File: src/rtl/mem_write_buffer.sv
// mem_write_buffer: posted-write buffer between the cache memory port and main memory.
// Writes are acknowledged once queued and retired in FIFO order; reads may overtake
// queued writes unless a queued or in-flight write targets the same word.
//
// Ports:
//   CLK, RST                 clock (rising edge), asynchronous active-high reset
//   rw_flag, addr            upstream request ([0] read wins over [1] write), word address
//   write_data, write_mask   upstream write payload and byte enables
//   read_data, busy, done    upstream read result, request-held flag, completion pulse
//   empty                    nothing queued and no downstream write outstanding
//   mem_rw_flag, mem_addr    downstream one-cycle request pulse (1 read, 2 write)
//   mem_write_data/mask      downstream write payload
//   mem_read_data            downstream read data, valid with mem_done
//   mem_busy, mem_done       downstream back-pressure and completion pulse
`timescale 1ns/1ps

module mem_write_buffer #(
    parameter int DEPTH       = 4,
    parameter bit READ_BYPASS = 1'b1
) (
    input  logic        CLK,
    input  logic        RST,
    input  logic [1:0]  rw_flag,
    input  logic [31:0] addr,
    output logic [31:0] read_data,
    input  logic [31:0] write_data,
    input  logic [3:0]  write_mask,
    output logic        busy,
    output logic        done,
    output logic        empty,
    output logic [1:0]  mem_rw_flag,
    output logic [31:0] mem_addr,
    input  logic [31:0] mem_read_data,
    output logic [31:0] mem_write_data,
    output logic [3:0]  mem_write_mask,
    input  logic        mem_busy,
    input  logic        mem_done
);

    localparam int          PW   = (DEPTH > 1) ? $clog2(DEPTH) : 1;
    localparam logic [PW:0] FULL = (PW+1)'(DEPTH);

    typedef enum logic [1:0] {
        IDLE       = 2'd0,
        WAIT_WRITE = 2'd1,
        WAIT_READ  = 2'd2
    } state_t;

    state_t state;

    logic [31:0]      f_addr [DEPTH];
    logic [31:0]      f_data [DEPTH];
    logic [3:0]       f_mask [DEPTH];
    logic [DEPTH-1:0] f_valid;
    logic [PW-1:0]    head;
    logic [PW-1:0]    tail;
    logic [PW:0]      count;

    logic             pend_valid;
    logic             pend_rd;
    logic [31:0]      pend_addr;
    logic [31:0]      pend_data;
    logic [3:0]       pend_mask;

    // word address of the write currently outstanding downstream
    logic [29:0]      out_word;

    logic             accept;
    logic             acc_rd;
    logic             acc_wr;
    logic             full;
    logic             enq_direct;
    logic             enq_pend;
    logic             enq;
    logic             pop;
    logic [31:0]      enq_addr;
    logic [31:0]      enq_data;
    logic [3:0]       enq_mask;
    logic             rd_req;
    logic [31:0]      rd_addr;
    logic             addr_hit;
    logic             hazard;

    assign accept     = !busy && (rw_flag != 2'b00);
    assign acc_rd     = accept && rw_flag[0];
    assign acc_wr     = accept && !rw_flag[0];
    assign full       = (count == FULL);
    assign enq_direct = acc_wr && !full;
    // a parked write enters the queue once a retirement has freed a slot
    assign enq_pend   = pend_valid && !pend_rd && !full;
    assign enq        = enq_direct || enq_pend;
    assign enq_addr   = enq_pend ? pend_addr : addr;
    assign enq_data   = enq_pend ? pend_data : write_data;
    assign enq_mask   = enq_pend ? pend_mask : write_mask;
    assign pop        = (state == WAIT_WRITE) && mem_done;

    // a read accepted this cycle is considered immediately so it can issue next cycle
    assign rd_req  = (pend_valid && pend_rd) || acc_rd;
    assign rd_addr = (pend_valid && pend_rd) ? pend_addr : addr;

    always_comb begin
        addr_hit = 1'b0;
        for (int i = 0; i < DEPTH; i++) begin
            if (f_valid[i] && (f_addr[i][31:2] == rd_addr[31:2]))
                addr_hit = 1'b1;
        end
        if ((state == WAIT_WRITE) && (out_word == rd_addr[31:2]))
            addr_hit = 1'b1;
    end

    assign hazard = READ_BYPASS ? addr_hit
                                : ((count != '0) || (state == WAIT_WRITE));

    assign empty = (count == '0) && (state != WAIT_WRITE);

    // entry payload needs no reset; f_valid qualifies it
    always_ff @(posedge CLK) begin
        if (enq) begin
            f_addr[tail] <= enq_addr;
            f_data[tail] <= enq_data;
            f_mask[tail] <= enq_mask;
        end
    end

    always_ff @(posedge CLK or posedge RST) begin
        if (RST) begin
            state          <= IDLE;
            f_valid        <= '0;
            head           <= '0;
            tail           <= '0;
            count          <= '0;
            pend_valid     <= 1'b0;
            pend_rd        <= 1'b0;
            pend_addr      <= '0;
            pend_data      <= '0;
            pend_mask      <= '0;
            out_word       <= '0;
            busy           <= 1'b0;
            done           <= 1'b0;
            read_data      <= '0;
            mem_rw_flag    <= 2'd0;
            mem_addr       <= '0;
            mem_write_data <= '0;
            mem_write_mask <= '0;
        end else begin
            done           <= 1'b0;
            mem_rw_flag    <= 2'd0;
            mem_addr       <= '0;
            mem_write_data <= '0;
            mem_write_mask <= '0;

            if (pop) begin
                f_valid[head] <= 1'b0;
                head          <= head + PW'(1);
            end
            if (enq) begin
                f_valid[tail] <= 1'b1;
                tail          <= tail + PW'(1);
            end
            unique case ({enq, pop})
                2'b10:   count <= count + 1'b1;
                2'b01:   count <= count - 1'b1;
                default: ;
            endcase

            if (enq_direct)
                done <= 1'b1;

            if (acc_rd || (acc_wr && full)) begin
                pend_valid <= 1'b1;
                pend_rd    <= acc_rd;
                pend_addr  <= addr;
                pend_data  <= write_data;
                pend_mask  <= write_mask;
                busy       <= 1'b1;
            end

            if (enq_pend) begin
                pend_valid <= 1'b0;
                busy       <= 1'b0;
                done       <= 1'b1;
            end

            unique case (state)
                IDLE: begin
                    if (!mem_busy) begin
                        if (rd_req && !hazard) begin
                            mem_rw_flag <= 2'd1;
                            mem_addr    <= rd_addr;
                            state       <= WAIT_READ;
                        end else if (count != '0) begin
                            mem_rw_flag    <= 2'd2;
                            mem_addr       <= f_addr[head];
                            mem_write_data <= f_data[head];
                            mem_write_mask <= f_mask[head];
                            out_word       <= f_addr[head][31:2];
                            state          <= WAIT_WRITE;
                        end
                    end
                end
                WAIT_WRITE: begin
                    if (mem_done)
                        state <= IDLE;
                end
                WAIT_READ: begin
                    if (mem_done) begin
                        read_data  <= mem_read_data;
                        done       <= 1'b1;
                        busy       <= 1'b0;
                        pend_valid <= 1'b0;
                        state      <= IDLE;
                    end
                end
                default: state <= IDLE;
            endcase
        end
    end

endmodule

File: config.mk
export PLATFORM = sky130hd
export DESIGN_NAME = mem_write_buffer
export DESIGN_NICKNAME = d
export VERILOG_FILES = /design/src/rtl/mem_write_buffer.sv
export SDC_FILE = /design/constraint.sdc
export NUM_CORES = 1
export LEC_CHECK = 0
export BUFFER_PORTS_ARGS = -buffer_cell sky130_fd_sc_hd__buf_4
export CAP_MARGIN = 20
export CORE_MARGIN = 8
export CORE_UTILIZATION = 60
export CTS_CLUSTER_SIZE = 20
export DETAILED_ROUTE_END_ITERATION = 8
export PLACE_DENSITY = 0.79
export SYNTH_ARGS = -nofsm -noshare
export SYNTH_HDL_FRONTEND = slang
export SYNTH_SLANG_ARGS = --single-unit
File: constraint.sdc
create_clock -name CLK -period 8.8 [get_ports CLK]
set_input_delay 0.88 -clock CLK [delete_from_list [all_inputs] [get_ports CLK]]
set_output_delay 0.88 -clock CLK [all_outputs]
set_load 0.03 [all_outputs]
=== Word-level counts from Yosys, hierarchy flattened ===
Memory sizes are Yosys's and may differ from the RTL's.
Index checks and enable logic that the tools add are counted.

* Register bits: 217
* Bits in latches: 0
* RAM bits: 272
* Memory bits (read-only): 0
* Input port bits: 106
* Output and inout bits: 105
* Word-level logic and storage cells: 134
* Memories kept: 3

* Add/sub/neg operators: 4
* Multiply operators: 0
* Div/mod/pow operators: 0
* Magnitude comparators: 4
* Equal/unequal tests: 14
* Shift-type cells: 0
* Multiplexer cells: 51
* Bitwise logic cells: 5
* Reductions and logical operators: 35

{| class="wikitable"
|+ Memory list
! memory !! words !! width !! read ports !! clocked after Yosys merged registers in !! wr ports !! line !! source
|-
| f_addr || 4 || 32 || 5 || 0 || 1 || 51 || <nowiki>logic [31:0] f_addr [DEPTH];</nowiki>
|-
| f_data || 4 || 32 || 1 || 0 || 1 || 52 || <nowiki>logic [31:0] f_data [DEPTH];</nowiki>
|-
| f_mask || 4 || 4 || 1 || 0 || 1 || 53 || <nowiki>logic [3:0] f_mask [DEPTH];</nowiki>
|}

{| class="wikitable"
|+ Operators by type and width
! kind !! count
|-
| 2-to-1 mux 32 bit || 11
|-
| equality test 30 bit || 5
|-
| 2-to-1 mux 4 bit || 7
|-
| 2-to-1 mux 1 bit || 21
|-
| logical AND 1 bit || 18
|-
| 2-to-1 mux 2 bit || 8
|-
| less-than comparator 2 x 3 -> 1 bit (second input constant) || 2
|-
| one-hot mux 3 bit (2 select lines) || 1
|-
| logical NOT 1 bit || 5
|-
| adder 2 x 1 -> 2 bit (second input constant) || 2
|-
| AND 4 bit || 1
|-
| demux 1 bit (select 2 bit) || 2
|-
| equality test 2 x 1 -> 1 bit (second input constant) || 2
|-
| equality test 2 bit (second input constant) || 2
|-
| >= comparator 2 x 1 -> 1 bit (second input constant) || 2
|-
| != test 2 x 1 -> 1 bit (second input constant) || 2
|-
| NOT 4 bit || 1
|-
| OR 4 bit || 1
|-
| one-hot mux 2 bit (2 select lines) || 1
|-
| AND reduction 4 bit || 1
|-
| nonzero test 2 bit || 2
|-
| adder 3 x 1 -> 3 bit (second input constant) || 1
|-
| equality test 3 bit (second input constant) || 1
|-
| logical NOT 3 bit || 1
|-
| 10 further kinds || 13
|}

=== Depth between registers and ports, before layout ===
* Depth in word-level cells: 14
* Gate-level depth with buffers: 14
* Gate-level depth less buffers: 11

=== Worst setup path after synthesis ===
OpenSTA, ideal clock, no wires.

* Path kind: input -> register
* From: input rw_flag[0]
* To: memory f_addr[0][0] (enable)
* Setup time: 0.434 ns
* Arrival: 3.066 ns
* Required time: 8.366 ns
* Slack: 5.300 ns
* Stages: 3
* Buffers on the path: 0
* Cells stage by stage: or3_1 > nand2b_1 > and2_1

* Cells in the longest elaborated chain, start to end: 7
* Elaborated cells on any way between the ends: 8
* Those cells by class: mux (2); reduce/logical (6)

{| class="wikitable"
|+ Ends and longest elaborated chain
! element !! line !! source
|-
| from (decl) || 23 || <nowiki>input logic [1:0] rw_flag,</nowiki>
|-
| nonzero test 2 bit || 84 || <nowiki>assign accept = !busy && (rw_flag != 2'b00);</nowiki>
|-
| logical AND 1 bit || 84 ||
|-
| logical AND 1 bit * || 86 || <nowiki>assign acc_wr = accept && !rw_flag[0];</nowiki>
|-
| logical AND 1 bit * || 88 || <nowiki>assign enq_direct = acc_wr && !full;</nowiki>
|-
| logical OR 1 bit * || 91 || <nowiki>assign enq = enq_direct || enq_pend;</nowiki>
|-
| 2-to-1 mux 1 bit * || 118 || <nowiki>if (enq) begin</nowiki>
|-
| 2-to-1 mux 1 bit (not written as such) * || 119 || <nowiki>f_addr[tail] <= enq_addr;</nowiki>
|-
| to (decl) || 51 ||
|}

Every way passes the cells marked *; elsewhere a longest branch is shown, timed or not.

=== Worst setup path in the final report ===
* From: register pend_rd
* To: register out_word[26], read port of f_addr

* Cells in the longest elaborated chain, start to end: 13
* Elaborated cells on any way between the ends: 22
* Those cells by class: eq/ne (5); mux (6); bitwise (1); reduce/logical (10)

{| class="wikitable"
|+ Ends and longest elaborated chain
! element !! line !! source
|-
| from (decl) || 60 || <nowiki>logic pend_rd;</nowiki>
|-
| from (signal assigned) || 171 || <nowiki>pend_rd <= acc_rd;</nowiki>
|-
| logical AND 1 bit * || 98, 99 ||
|-
| 2-to-1 mux 32 bit || 99 || <nowiki>assign rd_addr = (pend_valid && pend_rd) ? pend_addr : addr;</nowiki>
|-
| equality test 30 bit || 104 || <nowiki>if (f_valid[i] && (f_addr[i][31:2] == rd_addr[31:2]))</nowiki>
|-
| logical AND 1 bit || 104 ||
|-
| 2-to-1 mux 1 bit (4 in a row) || 104 ||
|-
| 2-to-1 mux 1 bit || 107 || <nowiki>if ((state == WAIT_WRITE) && (out_word == rd_addr[31:2]))</nowiki>
|-
| logical NOT 1 bit || 187 || <nowiki>if (rd_req && !hazard) begin</nowiki>
|-
| logical AND 1 bit * || 187 ||
|-
| NOT 1 bit (no line) * || - ||
|-
| AND reduction 4 bit (no line) * || - ||
|-
| to (decl) || 66 || <nowiki>logic [29:0] out_word;</nowiki>
|}

Marks and branches as above.
A chain may end at the register's enable or synchronous reset.

==> flow_metrics.tcl <==
set metrics [dict create \
    status "finished clean" \
    final_cell_mix "edfxtp_1 (272), buf_4 (228), dfrtp_1 (215)" \
    power.switching_w 0.00363 \
    ys_top_cells_by_area "edfxtp_1 (37%), dfrtp_1 (24%), mux2_2 (8.2%), mux4_2 (4.5%), xnor2_1 (3.1%)" \
    seqPwrFrac 0.381 \
    maxCapViolCount 0 \
    intPower_w 0.00589 \
    rsz0062_at_grt "no" \
    reg2reg_depth 10 \
    wl_per_cell_um 28.1 \
    hold_viol_final 0 \
    clkPwrFrac 0.236 \
    cp_data_required_time_ps 9280 \
    clk_pin_slew_ps 60 \
    ys.flop_type "edfxtp_1" \
    synth_fp_nets 1687 \
    hp-class "primary input to asynchronous set/reset pin" \
    synth-simple-area-share 0.0591 \
    ys_seq_area_frac 0.608 \
    worst-path-max-fanout 58 \
    numCtsBuffers 50 \
    p_leak_nw 10.3 \
    power_density_nw_per_um2 365 \
    dieArea_sq_um 43700 \
    highest_layer "met5" \
    arrival_ps 5470 \
    dr_wl_met2_um 30100 \
    post_cts_buffers 0 \
    synth_top_family_by_area "multiplexers" \
    p_total_w 0.00952 \
    antenna_found_initial 1 \
    grt_pass1_vias 14921 \
    row_count 70 \
    gp_congestion 1.05 \
    cts_tree "built" \
    cts_resized 0 \
    crit_path_start_kind "register" \
    avgViaCountPerCell 6.35 \
    synth_edf_count 272 \
    synth_compound_area_frac 0.0691 \
    drt-total-wl_um 63800 \
    drt_iter0_markers 1638 \
    clock_skew_ps 25.9 \
    ctsHtreeMaxLevel 2 \
    dieWidth_um 209 \
    syn_inst 1568 \
    wl_met3_um 5690 \
    fin_util 0.710 \
    synth.distinct_cells 69 \
    diodes 0 \
    clock_sinks 489 \
    final_common_cell "edfxtp_1" \
    place_ws_ps 4000 \
    drtAntennaViolNets 0 \
    setup_ws_ps 3820 \
    fin_area_sq_um 26100 \
    synth-xor-area-share 0.0509 \
    drc 0 \
    tns_ps 0 \
    grt_start_max_net_pins 110 \
    muxShareOfSynthArea 0.170 \
    ios 211 \
    synth_area_leader_cell "edfxtp_1" \
    nets 1881 \
    drive_above_1_share 0.308 \
    setup_violations 0 \
    portBuffers 210 \
    path_class "register to register" \
    firstDrtPassIters 8 \
    initial_core_util 0.609 \
    root_buffer "clkbuf_16" \
    track_usage 0.289 \
    dp.final_hpwl_um 43000 \
    worstMarginPinSlew_ps 1100 \
    wl_met1_um 25300 \
    area_delta_synth_final_pct 16.6 \
    period_needed_ps 4980 \
    ir_drop_v 0.000235 \
    switching_share 0.381 \
    max_freq_mhz 201 \
    layout_worst_path_cycle_share 0.566 \
    routed-via-count 14425 \
    die_h_um 209 \
    synth_adder_area_share 0.00761 \
    grt_pass1_wl_um 94800 \
    core_area_sq_um 36700 \
    netlist_area_sq_um 22400 \
    place_area_sq_um 24300 \
    maxSlewViolCount 0 \
    overflow 0 \
    synth.top_cell.area_share 0.365 \
    cts_hold_buf 0 \
    endpoint_kind "register" \
    reg2reg_slack_ps 3820 \
    max_slew_margin 0.269 \
    yosys_warnings 0 \
    comb_power_share 0.383 \
    clock_latency_ps 610 \
    synth_seq_cells 489 \
    async_flop_share 0.444 \
    syn_area_per_cell_sq_um 14.3 \
    cts_buffer_depth 3 \
]
worst max-delay path, cell delays in order (launching register included):
cell      delay (ps)
dfrtp_1          410
and2_4           470
buf_4            650
mux2i_1          510
a22oi_1          220
and4_1           220
nand4_1          130
o221ai_4         160
o31ai_4          830
buf_4            810
mux2_1           380
per-stage QoR:
| step | hold WS (ps) | instances |
|---|---|---|
| final | 452 | 2272 |
| after detailed placement | 487 | 2178 |
| after global routing | 503 | 2272 |
| after CTS | 470 | 2272 |
| after global placement | 481 | 2178 |
| after floorplan | 443 | 1568 |
path summary, 6_finish.rpt:
path,startpoint,endpoint
worst max-delay path,pend_rd$_DFFE_PP0P_,out_word[26]$_DFFE_PP0P_
worst min-delay path,RST,read_data[27]$_DFFE_PP0P_
worst max register to register,pend_rd$_DFFE_PP0P_,out_word[26]$_DFFE_PP0P_
worst min register to register,pend_data[9]$_DFFE_PP0P_,pend_data[9]$_DFFE_PP0P_
max in group asynchronous,RST,head[0]$_DFFE_PP0P_
min in group CLK,pend_data[9]$_DFFE_PP0P_,pend_data[9]$_DFFE_PP0P_
kinds of logic after synthesis:
| family | Yosys count |
|---|---|
| AO/OA/AOI/OAI | 215 |
| XOR/XNOR | 130 |
| adder cells (fa/ha/maj) | 13 |
| buffers and inverters | 184 |
| flip-flops | 489 |
| multiplexers | 291 |
| AND/OR/NAND/NOR | 246 |
state kept, by name, summed over array words and instances (netlist names), 3 cells and up:
register,cells
f_addr,128
f_data,128
mem_addr,32
mem_write_data,32
pend_addr,32
pend_data,32
read_data,32
out_word,30
f_mask,16
f_valid,4
mem_write_mask,4
pend_mask,4
count,3
layout make-up:
cell class | instances | area [sq um]
clock buffers | 73 | 1460
clock inverters | 21 | 318
fillers | 2447 | 10600
inverters | 98 | 375
multi-input cells | 895 | 8010
flip-flops and latches | 489 | 13600
well taps | 468 | 586
repair buffers | 228 | 1710
cell usage after synthesis (24+ instances only):
master and count:
nor4_1 24, nor2b_1 51, mux2i_1 62, nand2_1 62, o21ai_0 46, dfrtp_1 217, mux2_2 163, xnor2_1 78
clkbuf_1 58, nor2_1 32, edfxtp_1 272, inv_1 98, a21oi_1 34, mux4_2 45, xor2_1 52, nand2b_1 29
o32ai_1 32
layer usage:
| metal | track usage | vias up |
|---|---|---|
| met1 | 0.384 | 7269 |
| met5 | 0 | - |
| li1 | - | 6195 |
| met2 | 0.458 | 799 |
| met4 | 0.127 | 2 |
| met3 | 0.0621 | 160 |
power by group through the flow:
stage / clock [W] / sequential, W / combinational (W)
2_1_floorplan: 0 / 0.00375 / 0.00223
3_3_place_gp: 0 / 0.00363 / 0.00353
3_5_place_dp: 0 / 0.00365 / 0.00359
4_1_cts: 0.00226 / 0.00361 / 0.00362
5_1_grt: 0.00235 / 0.00368 / 0.00382
6_report: 0.00224 / 0.00363 / 0.00364
Note: power is estimated with default switching activity, not from simulation.
